## src/rtl/psw_stack_register.sv

```systemverilog
// psw_stack_register: processor status word with a DEPTH-entry trap context stack.
// Optional PSW_DEPTH_IN_RES_EN shows the stack depth in the LSBs of the res field.
module psw_stack_register #(
    parameter int WORD  = 16,
    parameter int FLAGS = 4,
    parameter int PLVLS = 8,
    parameter int DEPTH = 4,
    localparam int PW = $clog2(PLVLS),
    localparam int DW = $clog2(DEPTH + 1)
) (
    input  logic              clk_i,
    input  logic              arst_i,
    input  logic              trapEntry_i,
    input  logic [PW-1:0]     trapPriv_i,
    input  logic              trapRet_i,
    input  logic              WrEn_i,
    input  logic [WORD/8-1:0] wrMode_i,
    input  logic [WORD-1:0]   data_i,
    input  logic              flagsWr_i,
    input  logic [FLAGS-1:0]  flagsEn_i,
    input  logic [FLAGS-1:0]  flags_i,
    input  logic              clrSlp_i,
    output logic [WORD-1:0]   data_o,
    output logic [FLAGS-1:0]  flags_o,
    output logic              slp_o,
    output logic              ie_o,
    output logic [PW-1:0]     currPriv_o,
    output logic [PW-1:0]     prevPriv_o,
    output logic [DW-1:0]     depth_o,
    output logic              full_o,
    output logic              empty_o,
    output logic              ovf_o,
    output logic              unf_o
);
    localparam int RW = WORD - 2 * PW - FLAGS - 2;

    logic [WORD-1:0] stack [DEPTH];
    logic [WORD-1:0] top;
    logic [RW-1:0]   res;
    logic [1:0]      md;
    logic            unused;

`ifdef PSW_DEPTH_IN_RES_EN
    assign res = RW'(depth_o);
    if (DW > RW) begin : g_res_chk
        $error("psw_stack_register: depth does not fit in the res field");
    end
`else
    assign res = '0;
`endif

    assign md      = 2'(wrMode_i);
    assign data_o  = {currPriv_o, prevPriv_o, res, ie_o, slp_o, flags_o};
    assign full_o  = depth_o == DW'(DEPTH);
    assign empty_o = depth_o == '0;
    assign unused  = ^{data_i, top};

    always_comb begin
        top = '0;
        for (int i = 0; i < DEPTH; i++) top = (depth_o == DW'(i + 1)) ? stack[i] : top;
    end

    always_ff @(posedge clk_i or posedge arst_i) begin
        if (arst_i) begin
            flags_o    <= '0;
            slp_o      <= 1'b0;
            ie_o       <= 1'b0;
            currPriv_o <= '0;
            prevPriv_o <= '0;
            depth_o    <= '0;
            ovf_o      <= 1'b0;
            unf_o      <= 1'b0;
            for (int i = 0; i < DEPTH; i++) stack[i] <= '0;
        end else begin
            ovf_o <= trapEntry_i && full_o;
            unf_o <= !trapEntry_i && trapRet_i && empty_o;
            if (trapEntry_i) begin
                if (!full_o) begin
                    for (int i = 0; i < DEPTH; i++) if (depth_o == DW'(i)) stack[i] <= data_o;
                    depth_o    <= depth_o + DW'(1);
                    currPriv_o <= trapPriv_i;
                    prevPriv_o <= currPriv_o;
                    ie_o       <= 1'b0;
                    slp_o      <= 1'b0;
                end
            end else if (trapRet_i) begin
                if (!empty_o) begin
                    depth_o    <= depth_o - DW'(1);
                    flags_o    <= top[FLAGS-1:0];
                    slp_o      <= top[FLAGS];
                    ie_o       <= top[FLAGS+1];
                    prevPriv_o <= top[WORD-PW-1 -: PW];
                    currPriv_o <= top[WORD-1 -: PW];
                end
            end else if (WrEn_i) begin
                if (md[0]) begin
                    flags_o <= data_i[FLAGS-1:0];
                    slp_o   <= data_i[FLAGS];
                    ie_o    <= data_i[FLAGS+1];
                end
                if (md[1]) begin
                    prevPriv_o <= data_i[WORD-PW-1 -: PW];
                    currPriv_o <= data_i[WORD-1 -: PW];
                end
            end else begin
                if (clrSlp_i) slp_o <= 1'b0;
                if (flagsWr_i) flags_o <= (flags_o & ~flagsEn_i) | (flags_i & flagsEn_i);
            end
        end
    end
endmodule

```

## config.mk

```make
export PLATFORM = sky130hd
export DESIGN_NAME = psw_stack_register
export DESIGN_NICKNAME = d
export VERILOG_FILES = /design/src/rtl/psw_stack_register.sv
export SDC_FILE = /design/constraint.sdc
export NUM_CORES = 1
export LEC_CHECK = 0
export CAP_MARGIN = 20
export CORE_MARGIN = 10
export CORE_UTILIZATION = 51
export CTS_CLUSTER_SIZE = 30
export DETAILED_ROUTE_END_ITERATION = 10
export PLACE_DENSITY_LB_ADDON = 0.12
export SYNTH_ARGS = -nofsm -noshare
export SYNTH_HDL_FRONTEND = slang
export SYNTH_SLANG_ARGS = --single-unit
```

## constraint.sdc

```tcl
create_clock -name clk_i -period 3.07 [get_ports clk_i]
set_clock_uncertainty 0.15 [all_clocks]
set_input_delay 0.921 -clock clk_i [delete_from_list [all_inputs] [get_ports clk_i]]
set_output_delay 0.921 -clock clk_i [all_outputs]
set_load 0.03 [all_outputs]
```

==> impl_results.md, run 1 <==
* Cell Count Post-Placement at 420
* Fin. Hold Viols at 0
* Period utilization at 0.950
* Worst Path Arrival at 1.85 ns
* Share of cells above drive strength 1 at 0.290
* Comb pwr share at 0.458
* Routed WL at 8420 µm
* CTS root buffer: clkbuf_8
* # rows at 29
* Final GP Congestion at 0.827
* Worst EP required at 2.00 ns
* Cell taking the most area after synthesis: dfrtp_1
* Synth area leaders: dfrtp_1, mux2_2, buf_4
* Setup ws final at 0.152 ns
* GR met2 Demand/Resource at 0.256
* DR pass1 iterations at 4
* Seq cells post-synth at 65
* DP HPWL at 6150 µm
* Worst Setup Start Kind: register
* Core Region at 0.00635 mm²
* Drt via density at 5.75
* Die ar. at 0.0101 mm²
* CTS tree: built
* Yosys warns at 0
* Sw Ratio at 0.383
* Post-CTS Hold Buffers at 0
* Die Width at 101 µm
* Synth top area share at 0.491
* First-pass GRT wire length at 13700 µm
* Cell-internal power at 2.62 mW
* Worst-path fanout max at 6
* Clock Power Share at 0.181
* P_sw at 1.62 mW
* Area Growth Syn to Fin at 28.3%
* PwrDens at 996 mW/mm²
* Setup TNS at 0 ns
* Synthesized instance count at 284
* Hold-critical path depth at 1
* Initial DRC count at 104
* Status: finished, final reports clean
* GRT overflow at 0
* Post-Syn Area at 0.00332 mm²
* Fin. max-slew vios at 0
* Vias at 2509
* Crit path time final at 2.92 ns
* Total power at 4.24 mW
* Unrepaired setup endpoints after global routing: no
* # DRC at 0
* Pleak at 1.84 nW
* IO Port Bufs at 62
* Reg-to-reg setup timing slack at 0.71 ns
* Hold Path Sink: stack[3]
* Synth cell types at 37
* Worst setup path category: register to output port
* Worst slew margin at 0.550
* Number of diodes at 0
* Crit end category: output port
* Cts bufs inserted at 9
* Placed Area at 0.00404 mm²
* Clock transition at the registers of the reported paths at 0.06 ns
* HP Class: register to register
* Maximum operating frequency at 343 MHz
* Fin area at 0.00426 mm²
* Worst Tran Pin Value at 0.672 ns
* Sequential share of power at 0.361
* Peak supply drop at 0.000561 V
* H-tree depth at 3
* Worst reg2reg path startpoint: depth_o[0]
* Final nets at 396
* Clk Latency, worst-skew pair at 0.35 ns
* Final setup violation count at 0
* All-Layer GR Usage at 0.173
* Gr busiest metal: met2
* Seq/Total Area, Yosys at 0.491
* Post-route ant nets at 0
* M3 GR Usage at 0.0597
* Initial core utilization at 0.522
* Non-filler instance count after layout at 436
* Worst Reg-to-Reg Cells at 7
* Hold Crit Start: stack[3]
* Mean area per synthesized cell at 11.7 µm²
* Initial antenna violation count at 0
* Largest net degree at the start of global routing at 24
* Max-cap viol count at 0
* Wire length per cell at 19.3 µm
* Vias in the first global route at 2522
* M1 GR Usage at 0.234
* Number of top-level pins at 71
* CTS max path bufs at 2
* DIE HEIGHT at 101 µm
* Pre-CTS setup slack at 0.193 ns
* CTS sink count at 65
## registers in the layout (all words and copies together) (netlist names), named ones only
name	count
depth_o	3
stack	48
currPriv_o	3
slp_o	1
prevPriv_o	3
ie_o	1
unf_o	1
ovf_o	1
## stage by stage
stage	util	hold WS (ns)
final	0.670	0.350
after global routing	0.670	0.366
after CTS	0.670	0.351
after detailed placement	0.636	0.337
after global placement	0.636	0.332
after floorplan	-	0.324
## logic make-up (layout without fill, tap and decap cells)
kind of cell	Yosys count	after routing	synth area share
adder cells (fa/ha/maj)	6	6	0.0226
flip-flops	65	65	0.491
buffers and inverters	38	110	0.0683
XOR/XNOR	1	1	0.00264
other	1	4	0.00113
AO/OA/AOI/OAI	68	68	0.147
AND/OR/NAND/NOR	50	50	0.0808
multiplexers	55	55	0.187
## Yosys cell counts (all sizes together)
library cell / n
conb: 1
inv: 7
a21oi: 13
nor3b: 4
o21bai: 1
a21boi: 1
ha: 6
nand3: 2
nor3: 9
nor4: 1
o221ai: 7
a22oi: 5
nor2: 5
mux2: 55
clkbuf: 3
o21ai: 17
o211ai: 2
xnor2: 1
a211oi: 2
o32a: 5
nor2b: 9
a211o: 1
and3: 1
a221oi: 12
nor4b: 1
and2: 1
nand2: 17
a21o: 1
dfrtp: 65
a21bo: 1
buf: 28
## timing repair
item	CTS	global route
setup endpoints to repair	1	0
gates resized for setup	1	0
buffers inserted	0	0
## worst max-delay path: stages (launching register included)
cell           delay (ns)
dfrtp_1              0.44
inv_1                0.14
ha_1                 0.17
nor2b_2              0.30
dlygate4sd2_1        0.45
## layout make-up
type,count,area (µm²)
multi-input combinational,184,1470
timing repair buffer,87,817
clock buffer,12,165
clock inverter,4,50.0
inverter,7,26.3
sequential,65,1630
fill,502,2090
tap,77,96.3
## routing by layer
metal	part of all wire	routed length (µm)
met5	0	0
met4	0.011	91
met3	0.070	586
met2	0.47	3950
met1	0.45	3800
## cells in the final DEF, fill, tap and decap left out, types with 9 or more instances in the layout
| cell | netlist | routed |
|---|---|---|
| buf_4 | 17 | 25 |
| clkbuf_8 | 0 | 12 |
| nor3_1 | 9 | 9 |
| dfrtp_1 | 65 | 65 |
| a21oi_1 | 13 | 13 |
| o21ai_0 | 16 | 16 |
| mux2_2 | 55 | 55 |
| nand2_1 | 17 | 17 |
| a221oi_1 | 12 | 12 |
| clkdlybuf4s50_1 | 0 | 60 |
## how the worst max path moves through the flow
stage          startpoint       endpoint  slack [ns]  cells after the start
2_1_floorplan      arst_i      async pin        0.37                      1
3_3_place_gp    trapRet_i  prevPriv_o[0]        0.21                      6
3_5_place_dp    trapRet_i  prevPriv_o[0]        0.19                      6
4_1_cts        depth_o[1]        empty_o        0.16                      4
5_1_grt        depth_o[1]        empty_o        0.04                      4
6_report       depth_o[1]        empty_o        0.15                      4
## power by group through the flow
stage	clock (mW)	sequential, mW	combinational, mW
floorplan	0	1.65	1.18
global route	0.825	1.59	2.09
global placement	0	1.53	1.91
detailed placement	0	1.54	1.95
finish	0.768	1.53	1.94
CTS	0.785	1.53	1.95
Power figures use the tool's default switching activity.
==> run 2, diff against run 1 <==
--- a/config.mk
+++ b/config.mk
@@ -5,9 +5,11 @@
 export SDC_FILE = /design/constraint.sdc
 export NUM_CORES = 1
 export LEC_CHECK = 0
+export ABC_AREA = 1
 export CAP_MARGIN = 20
 export CORE_MARGIN = 10
-export CORE_UTILIZATION = 51
+export CORE_UTILIZATION = 52
+export CTS_CLUSTER_DIAMETER = 80
 export CTS_CLUSTER_SIZE = 30
 export DETAILED_ROUTE_END_ITERATION = 10
 export PLACE_DENSITY_LB_ADDON = 0.12
==> impl_results.md, run 2 <==
* Status: finished, final reports clean
* Peak supply drop at 0.000551 V (-1.7%)
* Number of diodes at 0 (unchanged)
* DP HPWL at 6240 µm (+1.5%)
* # DRC at 0 (unchanged)
* All-Layer GR Usage at 0.169 (-0.00397)
* Clock transition at the registers of the reported paths at 0.07 ns (about the same)
* Synth cell types at 26 (-30%)
* Fin util at 0.648 (-0.0217)
* Synth top area share at 0.456 (-0.0351)
* Initial DRC count at 143 (+38%)
* IO Port Bufs at 62 (unchanged)
* Slowest Stage Delay on Critical Path at 0.44 ns (about the same)
* Worst-path fanout max at 5 (-1)
* Kind of cell adding the most delay to the critical path: buffers and inverters
* Seq cells post-synth at 65 (unchanged)
* Area Growth Syn to Fin at 22.0%
* Synth area leaders: dfrtp_1, nand2_1, o21ai_0
* Seq/Total Area, Yosys at 0.456 (-0.0351)
* # rows at 30 (+3.4%)
* Commonest non-fill, non-tap cell in the layout: nand2_1
* Max reg flops at 48 (unchanged)
* Post-CTS Hold Buffers at 0 (unchanged)
* Synthesized instance count at 495 (+74%)
* Yosys warns at 0 (unchanged)
* Worst setup path category: register to output port
* Initial antenna violation count at 0 (unchanged)
* Largest net degree at the start of global routing at 66 (+180%)
* Post-Syn Area at 0.00357 mm² (+7.7%)
* Routed WL at 8720 µm (+3.5%)
* Period utilization at 0.920 (-0.0302)
* Largest reg by FF count: stack
* Pleak at 2.26 nW (+23%)
* GRT overflow at 0 (unchanged)
* Worst Path Buf+Inv at 3 (+1)
* Die Width at 103 µm (+2.2%)
* Worst EP required at 2.00 ns (about the same)
* Cell Count Post-Placement at 616 (+47%)
* H-tree depth at 3 (unchanged)
* Most common library cells after synthesis: nand2_1, dfrtp_1, o21ai_0, nor2_1, inv_1
* Final setup violation count at 0 (unchanged)
* Most used DFF post-synth: dfrtp_1
* First-pass GRT wire length at 14000 µm (+2.1%)
* CTS max path bufs at 2 (unchanged)
* Post-synth EDFFs at 0 (unchanged)
* HP Class: register to register
* Mean area per synthesized cell at 7.21 µm² (-38%)
* Die ar. at 0.0106 mm² (+4.5%)
* Post-route ant nets at 0 (unchanged)
* Crit end category: output port
* Post-CTS setup buffer count at 0 (unchanged)
* Worst slew margin at 0.509 (-0.0417)
* Fin. max-slew vios at 0 (unchanged)
* Final hold slack at 0.336 ns (-0.0133 ns)
* CTS sink count at 65 (unchanged)
* Maximum operating frequency at 354 MHz (+3.3%)
* Max-cap viol count at 0 (unchanged)
* PwrDens at 943 mW/mm² (-5.3%)
* Cell taking the most area after synthesis: dfrtp_1
* CTS tree: built
* Top-count cell post-synth: nand2_1
* DIE HEIGHT at 103 µm (+2.2%)
* Final nets at 589 (+49%)
* Share of cells above drive strength 1 at 0.0761 (-0.214)
* Unrepaired setup endpoints after global routing: no
* CTS root buffer: clkbuf_8
* Core Region at 0.00672 mm² (+5.8%)
* Pre-CTS setup slack at 0.330 ns (+0.138 ns)
* Fin. Hold Viols at 0 (unchanged)
* DR pass1 iterations at 4 (unchanged)
* Setup ws final at 0.245 ns (+0.0927 ns)
* Drt via density at 5.03 (-13%)
* Worst Tran Pin Value at 0.735 ns (+0.0637 ns)
* Worst Path Arrival at 1.75 ns (-0.10 ns)
* Initial core utilization at 0.531 (+0.00930)
* Clk Latency, worst-skew pair at 0.34 ns (about the same)
* Critical-path cell list: inv_1, ha_1, nand2_1, inv_2, dlygate4sd2_1
* Number of top-level pins at 71 (unchanged)
* Final GP Congestion at 0.832 (+0.58%)
* Vias in the first global route at 3077 (+22%)
* Crit path time final at 2.83 ns (-0.0927 ns)
* Most frequent cells in the layout: nand2_1, dfrtp_1, clkdlybuf4s50_1
* Worst Setup Start Kind: register
* Setup TNS at 0 ns (unchanged)
* Slowest-stage cell, CP: dfrtp_1
* Wire length per cell at 13.8 µm (-29%)
* Non-filler instance count after layout at 632 (+45%)
* Vias at 3176 (+27%)
* Cts bufs inserted at 9 (unchanged)
* Async SR Flop Fraction at 1.00 (unchanged)
run 2: cell count changes in the layout (fill, tap and decap cells not counted), moves of 9 or more:
cell	before	now
nand2_1	17	180
mux2_2	55	0
nor2_1	5	52
o21ai_0	16	59
inv_1	6	47
buf_4	25	10
a221oi_1	12	0
nand3_1	2	11
run 2: per-stage QoR:
stage	power, mW	area [µm²]
floorplan	2.86	3580
global placement	3.43	4180
detailed placement	3.48	4180
CTS	4.14	4350
global route	4.45	4360
finish	4.11	4360
run 2: cell families after synthesis:
logic type / count (synthesis) / synth area share
other: 1 / 0.00105
and+or+nand+nor: 256 / 0.282
buffers and inverters: 85 / 0.113
xor gates and xnor gates: 3 / 0.00736
AOI/OAI and AO/OA: 79 / 0.120
adders and majority gates: 6 / 0.0210
DFF: 65 / 0.456
run 2: worst register-to-register path, stage by stage (launching register included):
cell      delay, ns
dfrtp_1        0.44
inv_1          0.12
ha_1           0.26
nand2_2        0.12
buf_4          0.31
nand2_2        0.14
nand2_2        0.12
nand2_2        0.16
nor2_1         0.18
a21boi_2       0.07
run 2: routing by layer:
metal / global-route usage / part of all wire / vias up
li1: - / - / 1606
met1: 0.195 / 0.44 / 1507
met2: 0.298 / 0.50 / 54
met3: 0.0429 / 0.049 / 9
met4: 0.0545 / 0.012 / 0
met5: 0 / 0 / -
run 2: final timing paths:
| check | end | depth (start not counted) | slack (ns) | from |
|---|---|---|---|---|
| worst max-delay path | empty_o | 5 | 0.24 | depth_o[0] |
| worst min-delay path | stack[3] | 2 | 0.34 | stack[3] |
| worst max register to register | prevPriv_o[1] | 9 | 0.90 | depth_o[0] |
| worst min register to register | stack[3] | 2 | 0.34 | stack[3] |
| max in group asynchronous | stack[33] | 3 | 1.68 | arst_i |
| min in group asynchronous | stack[60] | 3 | 0.81 | arst_i |
run 2: area by class of cell:
type	count	area [µm²]
Inverter	50	188
Tap cell	80	100
Fill cell	588	2360
Clock inverter	3	15.0
Clock buffer	13	159
Multi-Input combinational cell	348	1550
Sequential cell	65	1630
Timing Repair Buffer	73	717
run 2: repair_timing:
action                                 4_1_cts  5_1_grt
resized for setup                            1        1
endpoints found under the hold margin        0        0
setup endpoints to repair                    1        1
run 2: power breakdown:
group / internal, mW / switching [mW]
sequential: 1.22 / 0.234
combinational: 0.742 / 1.26
clock: 0.334 / 0.317
